===== src/rtl/inst_fetch.sv =====
// Instruction fetch stage: sequential PC, one-cycle fetch register,
// redirect/flush handling and a sticky fault on misaligned targets.
module inst_fetch #(
    parameter int          WIDTH    = 32,
    parameter int          DEPTH    = 16,
    parameter int unsigned RESET_PC = 0
) (
    input  logic             clk,
    input  logic             rst,
    output logic [DEPTH-1:0] imem_addr,
    output logic             imem_rd,
    input  logic [WIDTH-1:0] imem_data,
    input  logic             redirect_valid,
    input  logic [DEPTH-1:0] redirect_pc,
    output logic             out_valid,
    input  logic             out_ready,
    output logic [WIDTH-1:0] out_inst,
    output logic [DEPTH-1:0] out_pc,
    output logic             fault,
    output logic [31:0]      fetch_count
);

    typedef enum logic [1:0] {
        IDLE  = 2'd0,
        RUN   = 2'd1,
        FAULT = 2'd2
    } state_t;

    state_t           state;
    logic [DEPTH-1:0] pc;
    logic             accept;

    assign imem_addr = pc;
    assign imem_rd   = (state == RUN);
    assign accept    = out_valid && out_ready;

    always_ff @(posedge clk or posedge rst) begin
        if (rst) begin
            state       <= IDLE;
            pc          <= DEPTH'(RESET_PC);
            out_valid   <= 1'b0;
            out_inst    <= '0;
            out_pc      <= '0;
            fault       <= 1'b0;
            fetch_count <= '0;
        end else begin
            // The flush cycle of a redirect still counts a handshake
            if (accept)
                fetch_count <= fetch_count + 32'd1;
            unique case (state)
                IDLE: begin
                    state <= RUN;
                    if (accept)
                        out_valid <= 1'b0;
                end
                RUN: begin
                    if (redirect_valid) begin
                        out_valid <= 1'b0;
                        if (redirect_pc[1:0] != 2'b00) begin
                            state <= FAULT;
                            fault <= 1'b1;
                        end else begin
                            pc <= redirect_pc;
                        end
                    end else if (!out_valid || out_ready) begin
                        out_inst  <= imem_data;
                        out_pc    <= pc;
                        out_valid <= 1'b1;
                        pc        <= pc + DEPTH'(4);
                    end
                end
                FAULT: begin
                    if (accept)
                        out_valid <= 1'b0;
                end
                default: state <= IDLE;
            endcase
        end
    end

endmodule


===== config.mk =====
export PLATFORM = sky130hd
export DESIGN_NAME = inst_fetch
export DESIGN_NICKNAME = d
export VERILOG_FILES = /design/src/rtl/inst_fetch.sv
export SDC_FILE = /design/constraint.sdc
export NUM_CORES = 1
export LEC_CHECK = 0
export ABC_CLOCK_PERIOD_IN_PS = 4400
export BUFFER_PORTS_ARGS = -buffer_cell sky130_fd_sc_hd__buf_4
export CORE_ASPECT_RATIO = 1.2
export CORE_UTILIZATION = 50
export DETAILED_ROUTE_END_ITERATION = 8
export PLACE_DENSITY = 0.91
export SYNTH_ARGS = -nofsm -noshare
export SYNTH_HDL_FRONTEND = slang
export SYNTH_SLANG_ARGS = --single-unit

===== constraint.sdc =====
create_clock -name clk -period 4.4 [get_ports clk]
set_clock_uncertainty 0.05 [all_clocks]
set_input_delay 0.66 -clock clk [delete_from_list [all_inputs] [get_ports clk]]
set_output_delay 0.66 -clock clk [all_outputs]
set_load 0.01 [all_outputs]

==> reports/results.txt, run 1 <==
outcome: complete, no violations
later-pin clock latency in the skew report: 0.36 ns
core area: 8290 µm²
# clock sinks: 100
FF/Latch Area: 2500 µm²
DP Area: 5590 µm²
Post-Syn Area per Cell: 12.5 µm²
path depth of the worst reg2reg path: 5
Die ar.: 9100 µm²
dpl ws: 1.68 ns
min Tclk post-route: 2.45 ns
Final GP Congestion: 0.815
Root Buffer: clkbuf_8
element type at the critical path end: register
Antenna Cells: 0
final net count: 556
first-pass GRT wire length: 15,800 µm
WP data arrival: 2.64 ns
yosys warns: 0
GRT overflow: 0
final hold viol count: 0
Multi-input gate area: 1780 µm²
final setup vio count: 0
number of flops mapped to enable cells by yosys: 0
CP peak stage delay: 0.58 ns
pin count of the biggest net entering global routing: 69
ys async rst share: 1.00
CTS Hold Buffers Added: 0
measured slew at the worst slew-check pin: 1.21 ns
Syn Inst Count: 350
Worst path slowest cell: nor2_4
placed cell count: 605
Iter 0 DRT Violations: 99
total iterations of the first detailed-routing run: 4
total power: 3.31 mW
CP Data Required Time: 4.59 ns
leading area contributor after synthesis: dfrtp_1
max-slew violation count: 0
clock-pin slew on the worst setup and hold paths: 0.09 ns
Peak supply drop: 0.337 mV
FF-to-FF End: out_inst[14]$_DFFE_PP0P_
CP startpoint kind: register
most frequent cells in the layout: buf_4, dfrtp_1, mux2_2, xnor2_1, nand2_1
DP HPWL: 7150 µm
initial core utilization: 0.526
Cell Pwr Density: 576 nW/µm²
maximum fanout along the worst path: 26
CTS Buffer Depth: 2
Critical Path Start: state[0]$_DFFE_PP0P_
cts bufs inserted: 9
vias per inst: 5.42
Post-Layout Cell Count: 619
RR Startpoint: state[0]$_DFFE_PP0P_
Min-Delay Path Class: input pin to async pin
fmax: 409 MHz
final period utilization: 0.556
ys flop type: dfrtp_1
DR WL/cell: 15.8 µm
TritonCTS clock tree: yes
number of port buffers: 150
share of cells above drive strength 1: 0.457
Post-Syn Nets: 404
antenna viol nets, final: 0
Max-cap violations: 0
die height: 104 µm
crit-path cells: nor2b_2, nand2b_1, nor2_4, buf_4, mux2_2
DR vias: 3,354
initial antenna violation count: 0
Core Rows: 36
routed wire length: 9750 µm
Cell variety after synth: 48
Setup TNS Final: 0 ns
Synth Cell Area: 4360 µm²
Seq/Total Area, Yosys: 0.574
I/O pin count: 151
Setup CP Type: register to register
Post CTS Setup Buffer Count: 0
Slew HR: 0.184
RSZ-0062 raised after global routing: no
gr usage total: 0.223
share of the synthesized area in the top cell type: 0.574
most common cell after layout, fill and taps aside: buf_4
DRC: 0
end of the critical path: out_inst[14]$_DFFE_PP0P_
Die Wd: 87.2 µm
R2R setup slack: 1.95 ns
flops & latches, synth: 100
vias in the first global route: 3,254
post-CTS resize count: 0
H-Tree Depth: 3
final instance area: 5750 µm²
setup ws final: 1.95 ns
Synth area leaders: dfrtp_1, mux2_2, xnor2_1
Leak: 2.72 nW
P&R area growth vs syn: 31.9%
Fillers: 636
[power breakdown]
| part | switching, mW | leakage [nW] | internal, mW |
|---|---|---|---|
| logic | 0.560 | 1.39 | 0.735 |
| clock network | 0.295 | 0.0783 | 0.215 |
| registers | 0.276 | 1.25 | 1.23 |
| total | 1.13 | 2.72 | 2.18 |
[synthesized netlist by cell type, drive strengths merged (7+ instances only)]
cell	number
dfrtp	100
mux2	50
xnor2	25
nand2	21
nor2	19
nand3	15
a21oi	14
nand4	12
o21ai	12
nor3	9
buf	8
and2	7
[state kept, by name, indices dropped and copies added, names as in the netlist]
name	cells
fetch_count	32
out_inst	32
imem_addr	16
out_pc	16
state	2
fault	1
out_valid	1
[metal layers]
metal	global-route usage	vias up	part of all wire
met4	0.0773	0	0.016
met3	0.0476	14	0.064
met1	0.291	1644	0.41
li1	-	1552	-
met5	0	-	0
met2	0.366	144	0.51
[worst min path at each step]
stage	startpoint	endpoint	cells after the start
after floorplan	state[0]$_DFFE_PP0P_	out_valid$_DFFE_PP0P_	1
after global placement	fault$_DFFE_PP0P_	fault$_DFFE_PP0P_	1
after detailed placement	fault$_DFFE_PP0P_	fault$_DFFE_PP0P_	1
after CTS	rst	fetch_count[26]$_DFFE_PP0N_	2
after global routing	imem_data[1]	out_inst[1]$_DFFE_PP0P_	2
final	rst	out_inst[25]$_DFFE_PP0P_	2
[worst max-delay path, delay by kind of cell, from the launching register on]
| family | cells | cell delay, ns |
|---|---|---|
| buffers and inverters | 1 | 0.42 |
| muxes | 1 | 0.38 |
| DFF | 1 | 0.41 |
| and+or+nand+nor | 3 | 1.06 |
[layout make-up]
type / instances / area share
timing repair buffer: 152 / 0.198
clock buffer: 12 / 0.0252
multi-input combinational: 233 / 0.310
inverter: 6 / 0.00435
sequential: 100 / 0.435
tap: 114 / 0.0248
clock inverter: 2 / 0.00218
[per-stage QoR]
stage               hold slack, ns  utilization
global route                 0.459        0.694
CTS                          0.430        0.694
finish                       0.396        0.694
global placement             0.406        0.675
floorplan                    0.419            -
detailed placement           0.415        0.675
[cells by family (layout without fill, tap and decap cells)]
kind of cell | after synthesis | after routing | synth area share
flip-flops | 100 | 100 | 0.574
buffers and inverters | 17 | 172 | 0.0187
AO/OA/AOI/OAI | 45 | 45 | 0.0643
XOR/XNOR | 31 | 31 | 0.0623
adder cells (fa/ha/maj) | 2 | 2 | 0.00574
multiplexers | 51 | 51 | 0.131
AND/OR/NAND/NOR | 104 | 104 | 0.144
Power figures use the tool's default switching activity.
==> run 2: changes to the inputs <==
Settings changed: ABC_AREA from default to 1, ABC_CLOCK_PERIOD_IN_PS 4400 to 2400, CORE_UTILIZATION 50 to 51.
Clock period 4.4 ns to 2.4 ns, I/O delays scaled along.
==> reports/results.txt, run 2 <==
outcome: complete, no violations
Root Buffer: clkbuf_8
post-CTS resize count: 0 (unchanged)
fmax: 572 MHz (+40%)
CTS Buffer Depth: 2 (unchanged)
DR vias: 4,132 (+23%)
initial antenna violation count: 0 (unchanged)
Worst path most repeated cell: nor2_1
vias per inst: 5.11 (-5.6%)
leading area contributor after synthesis: dfrtp_1
final setup vio count: 0 (unchanged)
Seq/Total Area, Yosys: 0.513 (-0.0608)
total iterations of the first detailed-routing run: 4 (unchanged)
Iter 0 DRT Violations: 188 (+90%)
routed wire length: 11,600 µm (+19%)
Syn Inst Count: 530 (+51%)
maximum fanout along the worst path: 20 (-23%)
yosys warns: 0 (unchanged)
FF-to-FF End: imem_addr[6]$_DFFE_PP0P_
Peak supply drop: 0.317 mV (-5.8%)
initial core utilization: 0.531 (+0.00539)
most frequent cells in the layout: buf_4, nand2_1, dfrtp_1, nor2_1, inv_1
Synth area leaders: dfrtp_1, nand2_1, mux2_4
CP peak stage delay: 0.46 ns (-0.12 ns)
Post-Layout Cell Count: 808 (+31%)
DP HPWL: 8580 µm (+20%)
Min-Delay Path Class: input pin to async pin
Max-cap violations: 0 (unchanged)
biggest regs: fetch_count x32, out_inst x32
die height: 109 µm (+4.6%)
total power: 3.16 mW (-4.4%)
path depth of the worst reg2reg path: 7 (+2)
max-slew violation count: 0 (unchanged)
cts bufs inserted: 9 (unchanged)
DR WL/cell: 14.4 µm (-8.9%)
Worst path slowest cell: dfrtp_1
Synth Cell Area: 4880 µm² (+12%)
element type at the critical path end: register
R2R setup slack: 0.65 ns (-1.30 ns)
antenna viol nets, final: 0 (unchanged)
ys flop type: dfrtp_1
final net count: 739 (+33%)
Die ar.: 9960 µm² (+9.5%)
P&R area growth vs syn: 30.4%
first-pass GRT wire length: 18,700 µm (+18%)
later-pin clock latency in the skew report: 0.36 ns (about the same)
Post CTS Setup Buffer Count: 0 (unchanged)
Cell Pwr Density: 498 nW/µm² (-14%)
Post-Syn Nets: 584 (+45%)
Cell variety after synth: 32 (-33%)
ys async rst share: 1.00 (unchanged)
final hold viol count: 0 (unchanged)
setup ws final: 0.653 ns (-1.30 ns)
CP Data Required Time: 2.65 ns (-1.94 ns)
share of cells above drive strength 1: 0.317 (-0.141)
Setup CP Type: register to register
clock-pin slew on the worst setup and hold paths: 0.09 ns (about the same)
# clock sinks: 100 (unchanged)
TritonCTS clock tree: yes
final period utilization: 0.728 (+0.172)
number of port buffers: 150 (unchanged)
RR Startpoint: state[1]$_DFFE_PP0P_
top-count cell post-synth: nand2_1
RSZ-0062 raised after global routing: no
share of the synthesized area in the top cell type: 0.513 (-0.0608)
WP data arrival: 1.99 ns (-0.65 ns)
Core Rows: 38 (+5.6%)
DRC: 0 (unchanged)
hold_ws: 0.116 ns (-0.281 ns)
vias in the first global route: 3,930 (+21%)
dpl ws: 0.580 ns (-1.10 ns)
CP startpoint kind: register
placed cell count: 794 (+31%)
flops & latches, synth: 100 (unchanged)
Post-synth top cells: nand2_1, dfrtp_1, nor2_1, inv_1, mux2_4
most common cell after layout, fill and taps aside: buf_4
Final GP Congestion: 0.892 (+9.5%)
measured slew at the worst slew-check pin: 0.877 ns (-0.335 ns)
core area: 9180 µm² (+11%)
gr usage total: 0.240 (+0.0172)
Antenna Cells: 0 (unchanged)
pin count of the biggest net entering global routing: 39 (-43%)
Setup TNS Final: 0 ns (unchanged)
GRT overflow: 0 (unchanged)
min Tclk post-route: 1.75 ns (-0.698 ns)
crit-path cells: nor2_8, inv_1, nor2_1, nand2_1, inv_6, a21oi_1, nor2_1
number of flops mapped to enable cells by yosys: 0 (unchanged)
Die Wd: 91.3 µm (+4.6%)
Slew HR: 0.414 (+0.231)
Leak: 3.51 nW (+29%)
Post-Syn Area per Cell: 9.20 µm² (-26%)
I/O pin count: 151 (unchanged)
H-Tree Depth: 3 (unchanged)
CTS Hold Buffers Added: 0 (unchanged)
[run 2: cell types whose count changed after synthesis, moves of 6 or more]
| cell | delta |
|---|---|
| xor2_1 | +10 |
| inv_1 | +48 |
| nand3b_1 | +7 |
| nand3_1 | +9 |
| nor2_1 | +44 |
| a21oi_1 | -11 |
| xnor2_1 | -21 |
| o21ai_0 | +10 |
| mux2_4 | +30 |
| mux2_2 | -47 |
| nand2_1 | +127 |
| o21ai_1 | +6 |
[run 2: report_power, final]
| part | switching (mW) | internal, mW | leakage, nW |
|---|---|---|---|
| Sequential | 0.0380 | 1.71 | 1.32 |
| Clock | 0.540 | 0.606 | 0.103 |
| Combinational | 0.145 | 0.127 | 2.09 |
| Total | 0.722 | 2.44 | 3.51 |
[run 2: logic make-up (layout without fill, tap and decap cells)]
family,count (synthesis),after routing,share of synthesized area
simple gates,272,272,0.248
flops,100,100,0.513
buf+inv,69,227,0.0621
compound gates,34,34,0.0362
mux,33,33,0.0993
xor+xnor,20,20,0.0359
fa+ha+maj,2,2,0.00513
[run 2: cell type report]
type	count	area (µm²)
clock buffer	12	145
clock inverter	2	60.1
fill	678	2820
inverter	58	229
multi-input combinational	361	2070
sequential	100	2500
tap	120	150
timing repair buffer	155	1200
[run 2: worst max-delay path by stage]
stage                    startpoint                        to  slack, ns  cells after the start
3_3_place_gp         redirect_valid  imem_addr[5]$_DFFE_PP0P_       0.64                      8
2_1_floorplan                   rst         fault$_DFFE_PP0P_       0.80                      1
3_5_place_dp         redirect_valid  imem_addr[6]$_DFFE_PP0P_       0.58                      8
4_1_cts        state[1]$_DFFE_PP0P_  imem_addr[6]$_DFFE_PP0P_       0.66                      7
6_report       state[1]$_DFFE_PP0P_  imem_addr[6]$_DFFE_PP0P_       0.65                      7
5_1_grt        state[1]$_DFFE_PP0P_  imem_addr[8]$_DFFE_PP0P_       0.50                      7
[run 2: per-layer routing]
layer  share of wire  track usage  vias to the layer above  wire length (µm)
met5               0            0                        -                 0
met4           0.022        0.105                        0               251
met3           0.051       0.0328                       23               591
met2            0.51        0.412                      170              5950
met1            0.41        0.307                     1955              4810
li1                -            -                     1984                 -
[run 2: metrics by stage]
step / area (µm²) / utilization
4_1_cts: 6360 / 0.693
3_3_place_gp: 6150 / 0.671
3_5_place_dp: 6150 / 0.671
5_1_grt: 6360 / 0.693
2_1_floorplan: 4880 / -
6_report: 6360 / 0.693
[run 2: critical path: cells and delay by family (launching register included)]
kind	cells	cell delay, ns
AOI/OAI and AO/OA	1	0.08
buffers and inverters	2	0.33
DFF	1	0.46
and+or+nand+nor	4	0.76
